`config.mk`:
```
export PLATFORM = sky130hd
export DESIGN_NAME = ahb_spi_tx
export DESIGN_NICKNAME = d
export VERILOG_FILES = /design/src/rtl/ahb_spi_tx_pkg.sv /design/src/rtl/ahb_spi_tx_shifter.sv /design/src/rtl/ahb_spi_tx.sv
export SDC_FILE = /design/constraint.sdc
export NUM_CORES = 1
export LEC_CHECK = 0
export CORE_MARGIN = 1
export CORE_UTILIZATION = 52
export DETAILED_ROUTE_END_ITERATION = 16
export PLACE_DENSITY = 0.86
export SLEW_MARGIN = 20
export SYNTH_ARGS = -nofsm -noshare
export SYNTH_HDL_FRONTEND = slang
export SYNTH_SLANG_ARGS = --single-unit
```
`constraint.sdc`:
```
create_clock -name CLK -period 4.6 [get_ports CLK]
set_input_delay 0.46 -clock CLK [delete_from_list [all_inputs] [get_ports CLK]]
set_output_delay 0.46 -clock CLK [all_outputs]
set_load 0.01 [all_outputs]
```
`src/rtl/ahb_spi_tx_pkg.sv`:
```
// Shared constants for the AHB-Lite SPI transmitter: register offsets, field
// positions, reset values, AHB transfer encodings and the shifter state type.
package ahb_spi_tx_pkg;

  localparam logic [3:0] OFF_TXDATA = 4'h0;
  localparam logic [3:0] OFF_CTRL   = 4'h4;
  localparam logic [3:0] OFF_STATUS = 4'h8;

  localparam int CTRL_LSB_FIRST_BIT = 0;
  localparam int CTRL_CLKDIV_LSB    = 8;
  localparam int STATUS_BUSY_BIT    = 0;
  localparam int STATUS_OVERRUN_BIT = 1;

  localparam logic [31:0] CTRL_RESET = 32'h0000_0100;

  localparam logic [1:0] HTRANS_IDLE   = 2'b00;
  localparam logic [1:0] HTRANS_BUSY   = 2'b01;
  localparam logic [1:0] HTRANS_NONSEQ = 2'b10;
  localparam logic [1:0] HTRANS_SEQ    = 2'b11;

  typedef enum logic {
    ST_IDLE  = 1'b0,
    ST_SHIFT = 1'b1
  } state_e;

endpackage

```
`src/rtl/ahb_spi_tx_shifter.sv`:
```
// SPI mode-0 frame generator: divider, bit counter and shift register driving
// SCLK/SS/MOSI for one 8-bit frame per start pulse.
module spi_tx_shifter
  import ahb_spi_tx_pkg::*;
(
  input  logic       clk,
  input  logic       rst_n,
  input  logic       start_i,
  input  logic [7:0] data_i,
  input  logic       lsb_first_i,
  input  logic [7:0] clkdiv_i,
  output logic       busy_o,
  output logic       sclk_o,
  output logic       ss_o,
  output logic       mosi_o
);
  // state    | meaning
  // ST_IDLE  | SS high, SCLK low, MOSI 0, waiting for start_i
  // ST_SHIFT | frame in progress, toggling SCLK every CLKDIV+1 cycles

  state_e     state_q, state_d;
  logic [7:0] div_q, div_d;
  logic [7:0] hdiv_q, hdiv_d;
  logic [2:0] bit_q, bit_d;
  logic [7:0] shreg_q, shreg_d;
  logic       lsb_q, lsb_d;
  logic       sclk_q, sclk_d;
  logic       ss_q, ss_d;
  logic       mosi_q, mosi_d;
  logic [7:0] sh_next;

  assign sh_next = lsb_q ? {1'b0, shreg_q[7:1]} : {shreg_q[6:0], 1'b0};

  always_ff @(posedge clk or negedge rst_n) begin
    if (!rst_n) begin
      state_q <= ST_IDLE;
      div_q   <= '0;
      hdiv_q  <= '0;
      bit_q   <= '0;
      shreg_q <= '0;
      lsb_q   <= 1'b0;
      sclk_q  <= 1'b0;
      ss_q    <= 1'b1;
      mosi_q  <= 1'b0;
    end else begin
      state_q <= state_d;
      div_q   <= div_d;
      hdiv_q  <= hdiv_d;
      bit_q   <= bit_d;
      shreg_q <= shreg_d;
      lsb_q   <= lsb_d;
      sclk_q  <= sclk_d;
      ss_q    <= ss_d;
      mosi_q  <= mosi_d;
    end
  end

  always_comb begin
    state_d = state_q;
    div_d   = div_q;
    hdiv_d  = hdiv_q;
    bit_d   = bit_q;
    shreg_d = shreg_q;
    lsb_d   = lsb_q;
    sclk_d  = sclk_q;
    ss_d    = ss_q;
    mosi_d  = mosi_q;
    case (state_q)
      ST_IDLE: begin
        if (start_i) begin
          state_d = ST_SHIFT;
          shreg_d = data_i;
          lsb_d   = lsb_first_i;
          hdiv_d  = clkdiv_i;
          div_d   = clkdiv_i;
          bit_d   = '0;
          sclk_d  = 1'b0;
          ss_d    = 1'b0;
          mosi_d  = lsb_first_i ? data_i[0] : data_i[7];
        end
      end
      ST_SHIFT: begin
        if (div_q != 8'd0) begin
          div_d = div_q - 8'd1;
        end else begin
          div_d = hdiv_q;
          if (!sclk_q) begin
            sclk_d = 1'b1;
          end else begin
            sclk_d = 1'b0;
            // Falling edge: either the frame ends or MOSI moves to the next bit.
            if (bit_q == 3'd7) begin
              state_d = ST_IDLE;
              ss_d    = 1'b1;
              mosi_d  = 1'b0;
            end else begin
              bit_d   = bit_q + 3'd1;
              shreg_d = sh_next;
              mosi_d  = lsb_q ? sh_next[0] : sh_next[7];
            end
          end
        end
      end
      default: state_d = ST_IDLE;
    endcase
  end

  assign busy_o = (state_q == ST_SHIFT);
  assign sclk_o = sclk_q;
  assign ss_o   = ss_q;
  assign mosi_o = mosi_q;

endmodule

```
`src/rtl/ahb_spi_tx.sv`:
```
// AHB-Lite register block (TXDATA/CTRL/STATUS) in front of a transmit-only
// SPI mode-0 master.
module ahb_spi_tx
  import ahb_spi_tx_pkg::*;
(
  input  logic        CLK,
  input  logic        RST_N,
  input  logic        HSEL,
  input  logic [1:0]  HTRANS,
  input  logic [3:0]  HADDR,
  input  logic        HWRITE,
  input  logic        HREADY,
  output logic        HREADY_RESP,
  input  logic [31:0] HWDATA,
  output logic [31:0] HRDATA,
  output logic        SCLK,
  output logic        SS,
  output logic        MOSI
);

  logic       dph_valid_q, dph_write_q;
  logic [1:0] dph_addr_q;
  logic [3:0] dph_off;
  logic [7:0] txdata_q, txdata_d;
  logic [7:0] clkdiv_q, clkdiv_d;
  logic       lsb_first_q, lsb_first_d;
  logic       overrun_q, overrun_d;
  logic       addr_ok, wr_tx, wr_ctrl, rd_status, busy, start;
  logic       unused_bits;

  assign unused_bits = ^{HWDATA[31:16], HADDR[1:0]};

  assign addr_ok = HSEL && HREADY && (HTRANS == HTRANS_NONSEQ || HTRANS == HTRANS_SEQ);
  assign dph_off = {dph_addr_q, 2'b00};

  assign wr_tx     = dph_valid_q && dph_write_q && (dph_off == OFF_TXDATA);
  assign wr_ctrl   = dph_valid_q && dph_write_q && (dph_off == OFF_CTRL);
  assign rd_status = dph_valid_q && !dph_write_q && (dph_off == OFF_STATUS);
  assign start     = wr_tx && !busy;

  always_ff @(posedge CLK or negedge RST_N) begin
    if (!RST_N) begin
      dph_valid_q <= 1'b0;
      dph_write_q <= 1'b0;
      dph_addr_q  <= '0;
      txdata_q    <= '0;
      clkdiv_q    <= CTRL_RESET[CTRL_CLKDIV_LSB +: 8];
      lsb_first_q <= CTRL_RESET[CTRL_LSB_FIRST_BIT];
      overrun_q   <= 1'b0;
    end else begin
      dph_valid_q <= addr_ok;
      if (addr_ok) begin
        dph_write_q <= HWRITE;
        dph_addr_q  <= HADDR[3:2];
      end
      txdata_q    <= txdata_d;
      clkdiv_q    <= clkdiv_d;
      lsb_first_q <= lsb_first_d;
      overrun_q   <= overrun_d;
    end
  end

  always_comb begin
    txdata_d    = txdata_q;
    clkdiv_d    = clkdiv_q;
    lsb_first_d = lsb_first_q;
    overrun_d   = overrun_q;
    if (start) txdata_d = HWDATA[7:0];
    if (wr_ctrl) begin
      clkdiv_d    = HWDATA[CTRL_CLKDIV_LSB +: 8];
      lsb_first_d = HWDATA[CTRL_LSB_FIRST_BIT];
    end
    if (rd_status) overrun_d = 1'b0;
    // A dropped write in the same cycle as a STATUS read keeps OVERRUN set.
    if (wr_tx && busy) overrun_d = 1'b1;
  end

  always_comb begin
    HRDATA = '0;
    if (dph_valid_q && !dph_write_q) begin
      case (dph_off)
        OFF_TXDATA: HRDATA[7:0] = txdata_q;
        OFF_CTRL: begin
          HRDATA[CTRL_LSB_FIRST_BIT]     = lsb_first_q;
          HRDATA[CTRL_CLKDIV_LSB +: 8]   = clkdiv_q;
        end
        OFF_STATUS: begin
          HRDATA[STATUS_BUSY_BIT]    = busy;
          HRDATA[STATUS_OVERRUN_BIT] = overrun_q;
        end
        default: HRDATA = '0;
      endcase
    end
  end

  assign HREADY_RESP = 1'b1;

  spi_tx_shifter u_shifter (
    .clk         (CLK),
    .rst_n       (RST_N),
    .start_i     (start),
    .data_i      (HWDATA[7:0]),
    .lsb_first_i (lsb_first_q),
    .clkdiv_i    (clkdiv_q),
    .busy_o      (busy),
    .sclk_o      (SCLK),
    .ss_o        (SS),
    .mosi_o      (MOSI)
  );

endmodule

```
==> impl_metrics.toml <==
[sta]
setup_slack_ps = 1620
finalSetupTns_ps = 0
setup_viol = 0
final_hold_viol_count = 0
period_share = 0.649
timing.clock.skew_ps = 14.3
timing.slew.headroom = 0.323
max_clock_freq_ghz = 0.335
worstMarginPinSlew_ps = 1000
finalCriticalPeriod_ps = 2980
slew_violations = 0
rsz0062_at_grt = "no"

[drt]
wl_met3_um = 317
vias = 2204
wl_met2_um = 2620
ant_nets = 0
wl_met1_um = 2640
drtIter0Drc = 201
drt_pass1_iterations = 4
wire_per_inst_um = 14.1
highest_layer = "met4"
vias_per_cell = 5.54
drc_errors = 0
wirelength_um = 5630

[critical_path]
cp.arrival_ps = 2520
worst_ep_required_time_ps = 4140
path_max_fanout = 8
startpoint_type = "flop"
worst_setup_path_end_kind = "output port"
rrSetupSlack_ps = 1980
worstSetupPathType = "flop to output port"

[logic_synthesis]
synthFlopType = "dfrtp_1"
synth-edff-count = 0
yosys_warnings = 0
synth_seq_cells = 54
synthCells = 291
synth_seq_area_share = 0.474
synth_area_um2 = 2860
synth_area_per_cell_um2 = 9.81
ys_async_sr_fraction = 1.00
yosysUniqueCellTypes = 49

[layout]
drive_gt1_frac = 0.110
synthToLayoutAreaGrowth_pct = 17.6
stdcell_count = 398
fin_nets = 374
antenna_cells = 0

[floorplan]
core-area_um2 = 5200
die-area_um2 = 5790
fp.dieW_um = 76.1
start_util = 0.549
placementRows = 26
die_h_um = 76.1
boundaryPins = 79

[grt]
antenna_found_initial = 0
grt_overflow = 0
grt_pass1_wl_um = 9880
track_usage = 0.211
grt_pass1_vias = 2041
grt_max_degree = 55

[power]
intPower_mw = 1.06
sw_frac_of_total = 0.359
power_frac_seq = 0.510
irDropWorstVdd_uv = 302
p_sw_uw = 596
pwr-share-clk = 0.170
power_frac_comb = 0.319
leakagePower_nw = 1.59
power.density_nw_per_um2 = 494

[clocking]
clkTransAtPathRegs_ps = 100
cts_resized = 0
clockBufferDepth = 2
clk_latency_ps = 310
cts-root-buf = "clkbuf_8"
holdBufCountCts = 0
clock_sinks = 54
cts_buffers = 5
cts_tree = "yes"
htreeDepth = 2
postCtsSetupBuffers = 0

[placed_design]
place_inst = 390
pre_cts_ws_ps = 1910
port_buffers = 42
hpwl_um = 3930
gp_congestion = 0.849

[flow_run]
maxCapViolCount = 0

[outcome]
outcome = "completed"

[hold_path]
hold_class = "input port to async pin"
[sequential cells by signal, summed over array words and instances (netlist names)]
register and count:
clkdiv_q 8, dph_addr_q 2, dph_valid_q 1, dph_write_q 1
lsb_first_q 1, overrun_q 1, txdata_q 8, u_shifter.bit_q 3
u_shifter.busy_o 1, u_shifter.div_q 8, u_shifter.hdiv_q 8, u_shifter.lsb_q 1
u_shifter.mosi_o 1, u_shifter.sclk_o 1, u_shifter.shreg_q 8, u_shifter.ss_o 1
[metrics by stage]
stage	area (um2)	util	power (mW)	hold WS [ps]
finish	3360	0.645	1.66	253
detailed placement	3260	0.626	1.38	457
global placement	3260	0.626	1.34	449
floorplan	2910	-	1.23	164
CTS	3360	0.645	1.66	291
global route	3360	0.645	1.78	314
[cell usage after synthesis (3+ instances only)]
cell type  instances  area (um2)
a221o_1            6        60.1
buf_4             17         128
mux2_2            17         191
nor2_1            11        41.3
o21ai_0            5        25.0
inv_1             10        37.5
a21o_1             7        52.6
nor2b_1            3        18.8
a21oi_1            5        25.0
a211oi_1           3        22.5
and2_1            15        93.8
clkbuf_1          11        41.3
dfrtp_1           52        1300
and3_1             7        43.8
ha_1               4        50.1
nand3_1           11        55.1
nor3_1             3        15.0
mux2i_1            9        90.1
nand2b_1           3        18.8
nand2_1           52         195
o22ai_1            3        18.8
[critical path: stages, from the launching register on]
cell	delay, ps
dfrtp_1	460
inv_1	110
nor4b_1	860
and2_1	240
clkdlybuf4s50_1	540
[final timing paths]
check	startpoint	endpoint	depth (start not counted)
max	dph_addr_q[0]	HRDATA[15]	4
min	RST_N	clkdiv_q[1]	2
max reg2reg	u_shifter.busy_o	u_shifter.mosi_o	4
min reg2reg	u_shifter.ss_o	u_shifter.ss_o	2
max in group asynchronous	RST_N	u_shifter.div_q[5]	2
min in group CLK	u_shifter.ss_o	u_shifter.ss_o	2
[layout by cell type, fill, tap and decap left out, types with 4 or more instances in the layout]
master,n
nand3_1,11
inv_1,10
mux2_2,17
nand2_1,52
nor2_1,11
and3_1,7
clkdlybuf4s50_1,41
clkbuf_8,6
a21o_1,7
conb_1,17
dfrtp_1,52
and2_1,15
a21oi_1,5
mux2i_1,9
ha_1,4
o21ai_0,5
a221o_1,6
[kinds of logic (layout without fill, tap and decap cells)]
family          Yosys count  after routing  share of synthesized area
compound gates           44             44                      0.115
xor+xnor                  2              2                    0.00614
fa+ha+maj                 4              4                     0.0175
buf+inv                  40             62                     0.0754
flops                    54             54                      0.474
mux                      26             26                     0.0986
other cells               2             17                    0.00263
simple gates            119            119                      0.211
[layout make-up]
class,instances,area (um2)
fill,413,1850
sequential,54,1350
multi-input combinational,212,1350
timing repair buffer,44,430
tap,70,87.6
clock buffer,6,82.6
inverter,10,37.5
clock inverter,2,16.3
[power by group through the flow]
stage	combinational [mW]	sequential (mW)	clock, mW
4_1_cts	0.531	0.842	0.288
3_5_place_dp	0.527	0.850	0
6_report	0.529	0.847	0.283
5_1_grt	0.594	0.874	0.312
3_3_place_gp	0.503	0.840	0
2_1_floorplan	0.465	0.762	0
[metal layers]
layer,vias to the layer above,global-route usage
met3,5,0.0395
met5,-,0
met2,82,0.324
met4,0,0.0615
li1,1054,-
met1,1063,0.307
Power figures use the tool's default switching activity.
